--- src/rtl/addsub_bcd_display.sv ---
// Add / signed-magnitude subtract of two unsigned operands, sequential double-dabble
// to BCD, and a multiplexed active-low seven-segment driver. Optional: LEADING_ZERO_BLANK_EN.
module addsub_bcd_display #(
  parameter int WIDTH        = 8,
  parameter int DIGITS       = 4,
  parameter int REFRESH_BITS = 18
) (
  input  logic              clk,
  input  logic              rst_n,
  input  logic [WIDTH-1:0]  A,
  input  logic [WIDTH-1:0]  B,
  input  logic              sub,
  input  logic              start,
  output logic              busy,
  output logic              done,
  output logic              ovf,
  output logic [WIDTH:0]    result,
  output logic              neg,
  output logic [DIGITS-1:0] Anode,
  output logic [6:0]        LED_out
);

  localparam int BCD_W = 4 * DIGITS;
  localparam int SEL_W = $clog2(DIGITS);
  localparam int CNT_W = $clog2(WIDTH + 2);

  localparam logic [6:0] SEG_DASH  = 7'b1111110;
  localparam logic [6:0] SEG_BLANK = 7'b1111111;

  typedef enum logic [1:0] {IDLE, SHIFT, LOAD} state_t;

  state_t             state_q, state_d;
  logic [CNT_W-1:0]   cnt_q, cnt_d;
  logic [WIDTH:0]     sh_q, sh_d;
  logic [WIDTH:0]     mag_q, mag_d;
  logic               neg_pend_q, neg_pend_d;
  logic               ovf_pend_q, ovf_pend_d;
  logic [BCD_W-1:0]   bcd_q, bcd_d;
  logic [BCD_W-1:0]   disp_q, disp_d;
  logic [WIDTH:0]     result_q, result_d;
  logic               neg_q, neg_d;
  logic               ovf_q, ovf_d;
  logic               done_q, done_d;
  logic [REFRESH_BITS-1:0] ref_q, ref_d;

  logic [WIDTH:0]     a_ext, b_ext, mag_in;
  logic               a_lt_b, neg_in;
  logic [BCD_W-1:0]   bcd_adj;

  function automatic logic [6:0] seg7(input logic [3:0] d);
    case (d)
      4'd0:    seg7 = 7'b0000001;
      4'd1:    seg7 = 7'b1001111;
      4'd2:    seg7 = 7'b0010010;
      4'd3:    seg7 = 7'b0000110;
      4'd4:    seg7 = 7'b1001100;
      4'd5:    seg7 = 7'b0100100;
      4'd6:    seg7 = 7'b0100000;
      4'd7:    seg7 = 7'b0001111;
      4'd8:    seg7 = 7'b0000000;
      4'd9:    seg7 = 7'b0000100;
      default: seg7 = 7'b1111111;
    endcase
  endfunction

  // Operand magnitude is one bit wider than the inputs so A+B never wraps
  always_comb begin
    a_ext  = {1'b0, A};
    b_ext  = {1'b0, B};
    a_lt_b = (A < B);
    neg_in = sub & a_lt_b;
    if (!sub)
      mag_in = a_ext + b_ext;
    else if (a_lt_b)
      mag_in = b_ext - a_ext;
    else
      mag_in = a_ext - b_ext;
  end

  always_comb begin
    bcd_adj = bcd_q;
    for (int i = 0; i < DIGITS; i++) begin
      if (bcd_q[4*i +: 4] >= 4'd5)
        bcd_adj[4*i +: 4] = bcd_q[4*i +: 4] + 4'd3;
    end
  end

  always_comb begin
    state_d    = state_q;
    cnt_d      = cnt_q;
    sh_d       = sh_q;
    mag_d      = mag_q;
    neg_pend_d = neg_pend_q;
    ovf_pend_d = ovf_pend_q;
    bcd_d      = bcd_q;
    disp_d     = disp_q;
    result_d   = result_q;
    neg_d      = neg_q;
    ovf_d      = ovf_q;
    done_d     = 1'b0;
    ref_d      = ref_q + 1'b1;
    case (state_q)
      IDLE: begin
        if (start) begin
          mag_d      = mag_in;
          sh_d       = mag_in;
          neg_pend_d = neg_in;
          ovf_pend_d = 1'b0;
          cnt_d      = CNT_W'(WIDTH + 1);
          bcd_d      = '0;
          state_d    = SHIFT;
        end
      end
      SHIFT: begin
        // A bit leaving the top nibble means the value needs more digits than we have
        bcd_d = {bcd_adj[BCD_W-2:0], sh_q[WIDTH]};
        if (bcd_adj[BCD_W-1])
          ovf_pend_d = 1'b1;
        sh_d  = {sh_q[WIDTH-1:0], 1'b0};
        cnt_d = cnt_q - 1'b1;
        if (cnt_q == CNT_W'(1))
          state_d = LOAD;
      end
      LOAD: begin
        disp_d   = bcd_q;
        result_d = mag_q;
        neg_d    = neg_pend_q;
        ovf_d    = ovf_pend_q | (neg_pend_q && (bcd_q[BCD_W-1 -: 4] != 4'd0));
        done_d   = 1'b1;
        state_d  = IDLE;
      end
      default: state_d = IDLE;
    endcase
  end

  always_ff @(posedge clk or negedge rst_n) begin
    if (!rst_n) begin
      state_q    <= IDLE;
      cnt_q      <= '0;
      sh_q       <= '0;
      mag_q      <= '0;
      neg_pend_q <= 1'b0;
      ovf_pend_q <= 1'b0;
      bcd_q      <= '0;
      disp_q     <= '0;
      result_q   <= '0;
      neg_q      <= 1'b0;
      ovf_q      <= 1'b0;
      done_q     <= 1'b0;
      ref_q      <= '0;
    end else begin
      state_q    <= state_d;
      cnt_q      <= cnt_d;
      sh_q       <= sh_d;
      mag_q      <= mag_d;
      neg_pend_q <= neg_pend_d;
      ovf_pend_q <= ovf_pend_d;
      bcd_q      <= bcd_d;
      disp_q     <= disp_d;
      result_q   <= result_d;
      neg_q      <= neg_d;
      ovf_q      <= ovf_d;
      done_q     <= done_d;
      ref_q      <= ref_d;
    end
  end

  assign busy   = (state_q != IDLE);
  assign done   = done_q;
  assign ovf    = ovf_q;
  assign neg    = neg_q;
  assign result = result_q;

  logic [SEL_W-1:0] sel;
  logic [3:0]       cur_digit;
  logic             cur_blank;
  logic             sel_valid;
`ifdef LEADING_ZERO_BLANK_EN
  logic             zero_run;
`endif

  assign sel = ref_q[REFRESH_BITS-1 -: SEL_W];

  // Glyph priority: overflow dashes, then sign digit, then blanking, then numeral
  always_comb begin
    cur_digit = 4'd0;
    cur_blank = 1'b0;
    sel_valid = 1'b0;
`ifdef LEADING_ZERO_BLANK_EN
    zero_run = 1'b1;
    for (int i = DIGITS - 1; i >= 0; i--) begin
      zero_run = zero_run & (disp_q[4*i +: 4] == 4'd0);
      if ((SEL_W'(i) == sel) && (i != 0))
        cur_blank = zero_run;
    end
`endif
    for (int i = 0; i < DIGITS; i++) begin
      if (SEL_W'(i) == sel) begin
        cur_digit = disp_q[4*i +: 4];
        sel_valid = 1'b1;
      end
    end
    if (!sel_valid) begin
      Anode   = '1;
      LED_out = SEG_BLANK;
    end else begin
      Anode = ~(DIGITS'(1) << sel);
      if (ovf_q)
        LED_out = SEG_DASH;
      else if (neg_q && (sel == SEL_W'(DIGITS - 1)))
        LED_out = SEG_DASH;
      else if (cur_blank)
        LED_out = SEG_BLANK;
      else
        LED_out = seg7(cur_digit);
    end
  end

endmodule

--- config.mk ---
export PLATFORM = sky130hd
export DESIGN_NAME = addsub_bcd_display
export DESIGN_NICKNAME = d
export VERILOG_FILES = /design/src/rtl/addsub_bcd_display.sv
export SDC_FILE = /design/constraint.sdc
export NUM_CORES = 1
export LEC_CHECK = 0
export CORE_UTILIZATION = 50
export CTS_CLUSTER_SIZE = 20
export DETAILED_ROUTE_END_ITERATION = 16
export GPL_ROUTABILITY_DRIVEN = 1
export PLACE_DENSITY = 0.7
export SLEW_MARGIN = 25
export SYNTH_ARGS = -nofsm -noshare
export SYNTH_HDL_FRONTEND = slang
export SYNTH_SLANG_ARGS = --single-unit
--- constraint.sdc ---
create_clock -name clk -period 5.43 [get_ports clk]
set_clock_uncertainty 0.2 [all_clocks]
set_input_delay 0.543 -clock clk [delete_from_list [all_inputs] [get_ports clk]]
set_output_delay 0.543 -clock clk [all_outputs]
set_load 0.01 [all_outputs]
; ---- After elaboration in Yosys (flattened, before gate mapping)
; Memories as Yosys holds them, arrays and structs flattened.
; Cells that the tools add are included.
; W data, S select, Z words.
[op_classes]
addsub = 9
n_lt_le_gt_ge = 5
n_eq_ne = 10
shifts = 1
mux = 31
bitwise = 3
n_reduce_logical = 11
[ops]
columns = cell, count
row1 = $mux W4, 10
row2 = $pmux W16 S2, 1
row3 = $mux W9, 3
row4 = $mux W7, 3
row5 = $add A18 B1 Y18 const B, 1
row6 = $pmux W9 S2, 1
row7 = $sub A8 B8 Y9, 2
row8 = $add A4 B2 Y4 const B, 4
row9 = $ge A4 B3 Y1 const B, 4
row10 = $mux W16, 1
row11 = $add A8 B8 Y9, 1
row12 = $lt A8 B8 Y1, 1
row13 = $pmux W4 S2, 1
row14 = $mux W1, 7
row15 = $ne A2 B2 Y1 const B, 3
row16 = $reduce_and A2 Y1, 3
row17 = $eq A2 B2 Y1 const A, 2
row18 = $eq A2 B2 Y1 const B, 2
row19 = $eq A4 B1 Y1 const B, 1
row20 = $logic_not A2 Y1, 2
row21 = $mux W2, 2
row22 = $not A4 Y4, 1
row23 = $pmux W2 S2, 1
row24 = $reduce_bool A2 Y1, 2
row25 = 10 further kinds, 11
[word_totals]
reg_bits = 88
romBits = 112
memories = 1
[memory_table]
columns = name, depth, word_bits, rd, rd_clocked_by_memory_dff, wr, line
row1 = (no name shown), 16, 7, 1, 0, 0, 51  ; case (d)

; ---- Logic depth before layout (Yosys ltp)
; An unclocked memory read counts as a cell.
[depth]
word_depth = 9
mapped_depth = 9

; ---- Worst setup path after synthesis
; OpenSTA, ideal clock, no wires.
[synth_timing]
path_type = register -> output
startpoint = register ref_q[16]
endpoint = output LED_out[3]
t_arrival_ps = 1857
required_time_ps = 4687
setup_slack_ps = 2830
stages_incl_launch_ff = 8
path_cell_list = dfrtp_1 -> buf_2 -> mux4_2 -> inv_1 -> ha_1 -> nor2b_1 -> a21oi_1 -> o21ai_0
[synth_between]
elab_chain_len = 9
[synth_lines]
columns = element, line
row1 = "start, declared", 44  ; logic [REFRESH_BITS-1:0] ref_q, ref_d;
row2 = "start signal, assigned", 164  ; ref_q <= ref_d;
row3 = $logic_not A2 Y1, 198  ; if (SEL_W'(i) == sel) begin
row4 = $mux W4 (4 in series), 198
row5 = $mem_v2 Z16 W7, -
row6 = $mux W7, 210  ; else if (neg_q && (sel == SEL_W'(DIGITS - 1)))
row7 = $mux W7, 208  ; if (ovf_q)
row8 = $mux W7 *, 203  ; if (!sel_valid) begin
row9 = "end, declared", 20  ; output logic [6:0] LED_out
; Mark *: on every way between the ends. The rest lies on a longest branch, timed or not.

; ---- Final worst setup path
; Ends and elaborated chain as after synthesis.

==> impl_metrics.sql <==
INSERT INTO impl_metrics (metric_group, metric, value, unit) VALUES
('run_status', 'outcome', 'completed', ''),
('cells_and_area', 'mostFrequentLayoutCells', 'dfrtp_1 (88), nand2_1 (58), inv_1 (42), clkdlybuf4s50_1 (42)', ''),
('logic_synthesis', 'synth-warning-count', '0', ''),
('global_route', 'grt_max_degree', '89', ''),
('logic_synthesis', 'yosys.area.top_type', 'dfrtp_1', ''),
('cts', 'cts_buffer_depth', '2', ''),
('global_route', 'antenna_violations_before_repair', '0', ''),
('cts', 'post-cts-setup-buffer-count', '0', ''),
('critical_path', 'crit_path_class', 'reg -> out', ''),
('logic_synthesis', 'postSynthCellCount', '546', ''),
('cts', 'clkSlewWorstSetupHoldPaths', '0.10', 'ns'),
('critical_path', 'worst_ep_required_time', '4.69', 'ns'),
('critical_path', 'timing.critical_path.to_type', 'output port', ''),
('cells_and_area', 'filler_cell_count', '855', ''),
('placed_design', 'dp.final_hpwl', '8360', 'µm'),
('cells_and_area', 'final_nets', '644', ''),
('routing', 'ant_nets', '0', ''),
('logic_synthesis', 'seq_area_frac_synth', '0.415', ''),
('logic_synthesis', 'synth_nets', '610', ''),
('cts', 'number_of_buffers_created_by_cts', '9', ''),
('pwr', 'vdd.ir_drop.worst', '250', 'µV'),
('logic_synthesis', 'syn_area', '5310', 'µm²'),
('logic_synthesis', 'synth_top_area_frac', '0.415', ''),
('sta', 'layout_worst_path_cycle_share', '0.664', ''),
('cells_and_area', 'mostFrequentLayoutCell', 'dfrtp_1', ''),
('run', 'maxCapViolCount', '0', ''),
('placed_design', 'post_dp_cell_area', '5840', 'µm²'),
('cts', 'postCtsHoldBufs', '0', ''),
('placed_design', 'port-buffer-count', '43', ''),
('critical_path', 'ff2ff_setup_slack', '3.00', 'ns'),
('routing', 'drc', '0', ''),
('cts', 'cts-root-buf', 'clkbuf_8', ''),
('sta', 'post-route-min-period', '3.60', 'ns'),
('global_route', 'global_route_wire_length_before_repair', '19400', 'µm'),
('cells_and_area', 'flow.area_growth_from_synthesis', '13.8', '%'),
('sta', 'finalSetupViolCount', '0', ''),
('routing', 'firstDrtPassIters', '5', ''),
('routing', 'drt_iter0_drc', '333', ''),
('pwr', 'power_per_standard_cell_area', '430', 'nW/µm²'),
('global_route', 'global_route.usage.total', '0.218', ''),
('floorplanning', 'io-pin-count', '44', ''),
('pwr', 'power_leakage', '2.76', 'nW'),
('logic_synthesis', 'syn_area_per_cell', '9.72', 'µm²'),
('cts', 'tritoncts_sink_count', '88', ''),
('floorplanning', 'initial_core_util', '0.514', ''),
('global_route', 'via_count_of_the_first_global_routing_pass', '4025', ''),
('critical_path', 'worst-endpoint-arrival', '2.86', 'ns'),
('cts', 'worst_skew_pair_latency', '0.36', 'ns'),
('logic_synthesis', 'largest_cells_by_area_after_synthesis', 'dfrtp_1 (41%), ha_1 (9.7%), nand2_1 (4.1%), o21ai_0 (3.9%), mux2_2 (3.8%)', ''),
('logic_synthesis', 'postSynth.topFlopCell', 'dfrtp_1', ''),
('placed_design', 'placement.setup.worst_slack', '1.99', 'ns'),
('placed_design', 'place.gp.congestion', '0.881', ''),
('floorplanning', 'floorplan.rows', '37', ''),
('sta', 'timing.fmax', '277', 'MHz'),
('floorplanning', 'floorplan.core_area', '10300', 'µm²'),
('floorplanning', 'die_width', '105', 'µm'),
('cts', 'tritoncts', 'built', ''),
('cts', 'h-tree-depth', '3', ''),
('sta', 'maxSlewViolCount', '0', ''),
('cts', 'postCtsResizedCells', '0', ''),
('sta', 'setup_tns', '0', 'ns'),
('floorplanning', 'chipHeight', '105', 'µm'),
('sta', 'hold_violations', '0', ''),
('hold_path', 'worstHoldPathType', 'in -> async', ''),
('logic_synthesis', 'async_flop_share', '1.00', ''),
('logic_synthesis', 'ys_seq_elements', '88', ''),
('routing', 'route.vias.total', '4068', ''),
('cells_and_area', 'drive_above_1_share', '0.0872', ''),
('cells_and_area', 'num_antenna_cells', '0', ''),
('routing', 'avgRoutedWirePerCell', '15.6', 'µm'),
('sta', 'max_slew.worst_pin.slew', '0.914', 'ns'),
('global_route', 'final_global_route_overflow_total', '0', ''),
('cells_and_area', 'final_area', '6040', 'µm²'),
('sta', 'layout_setup_ws', '1.83', 'ns'),
('floorplanning', 'dieArea', '11000', 'µm²'),
('logic_synthesis', 'synth-edff-count', '0', ''),
('routing', 'vias_per_cell', '5.64', ''),
('critical_path', 'cp_max_fanout', '11', ''),
('logic_synthesis', 'synth.lib_cells_used.distinct', '62', ''),
('routing', 'routed_wl', '11200', 'µm'),
('sta', 'max_slew_margin', '0.390', ''),
('sta', 'grt_setup_unrepaired', 'no', ''),
('critical_path', 'cp-start-kind', 'register', '');
report_power, final:
group	total, mW	switching, mW	internal, mW	leakage, nW
combinational	1.13	0.608	0.518	1.54
sequential	1.03	0.163	0.871	1.13
clock	0.437	0.257	0.180	0.0942
total	2.60	1.03	1.57	2.76
cell usage after synthesis (5+ instances only):
cell type  count
dfrtp_1       88
buf_2          7
o21ai_0       41
a21o_1         5
a21oi_1       31
nand4_1        7
nand2_1       58
o31ai_1        6
o211ai_1       6
mux2_2        18
mux2i_1        6
nor2_1        25
xor2_1         8
nand2b_1      10
xnor2_1       21
nor3_1         5
nand3_1       25
ha_1          41
inv_1         42
clkbuf_1      17
path summary, 6_finish.rpt:
| check | startpoint | endpoint | cells after the start |
|---|---|---|---|
| setup / recovery | ref_q[16] | LED_out[3] | 7 |
| setup reg to reg | state_q[1] | sh_q[8] | 6 |
| min in group clk | ref_q[14] | ref_q[14] | 1 |
| hold / removal | rst_n | result[1] | 1 |
| max in group asynchronous | rst_n | sh_q[6] | 1 |
| hold reg to reg | ref_q[14] | ref_q[14] | 1 |
cell families after synthesis:
| logic type | synth area share |
|---|---|
| xor+xnor | 0.0479 |
| simple gates | 0.145 |
| fa+ha+maj | 0.108 |
| buf+inv | 0.0483 |
| flops | 0.415 |
| mux | 0.0665 |
| compound gates | 0.169 |
final cells by class:
class,count,area [µm²],share of cell area
clock buffers,9,124,0.0205
clock inverters,7,73.8,0.0122
well taps,136,170,0.0282
flip-flops and latches,88,2200,0.365
inverters,42,158,0.0261
multi-input cells,392,2850,0.472
repair buffers,47,462,0.0765
metrics by stage:
stage	cells	total power [mW]	hold slack (ns)	utilization
after floorplan	546	1.77	0.0474	-
after global placement	705	2.11	0.254	0.565
after detailed placement	705	2.17	0.269	0.566
after CTS	721	2.62	0.0674	0.585
after global routing	721	2.80	0.0911	0.585
final	721	2.60	0.0235	0.585
state kept, by name (all words and copies together), names as in the netlist:
| signal | count |
|---|---|
| ovf_pend_q | 1 |
| disp_q | 16 |
| neg_pend_q | 1 |
| state_q | 2 |
| cnt_q | 4 |
| ref_q | 18 |
| ovf | 1 |
| mag_q | 9 |
| bcd_q | 16 |
| done | 1 |
| result | 9 |
| neg | 1 |
| sh_q | 9 |
layer usage:
metal	track usage	vias up	share of wire
met4	0.0563	0	0.011
met5	0	-	0
met2	0.343	109	0.46
met3	0.0324	8	0.036
met1	0.316	1965	0.50
li1	-	1986	-
worst max-delay path: stages, from the launching register on:
cell and delay, ns:
dfrtp_1 0.64, mux4_2 0.65, inv_1 0.14, ha_1 0.14
nor2b_1 0.17, a21oi_1 0.05, o21ai_0 0.15, clkdlybuf4s50_1 0.56
No activity file was read; power rests on OpenSTA's default activity.
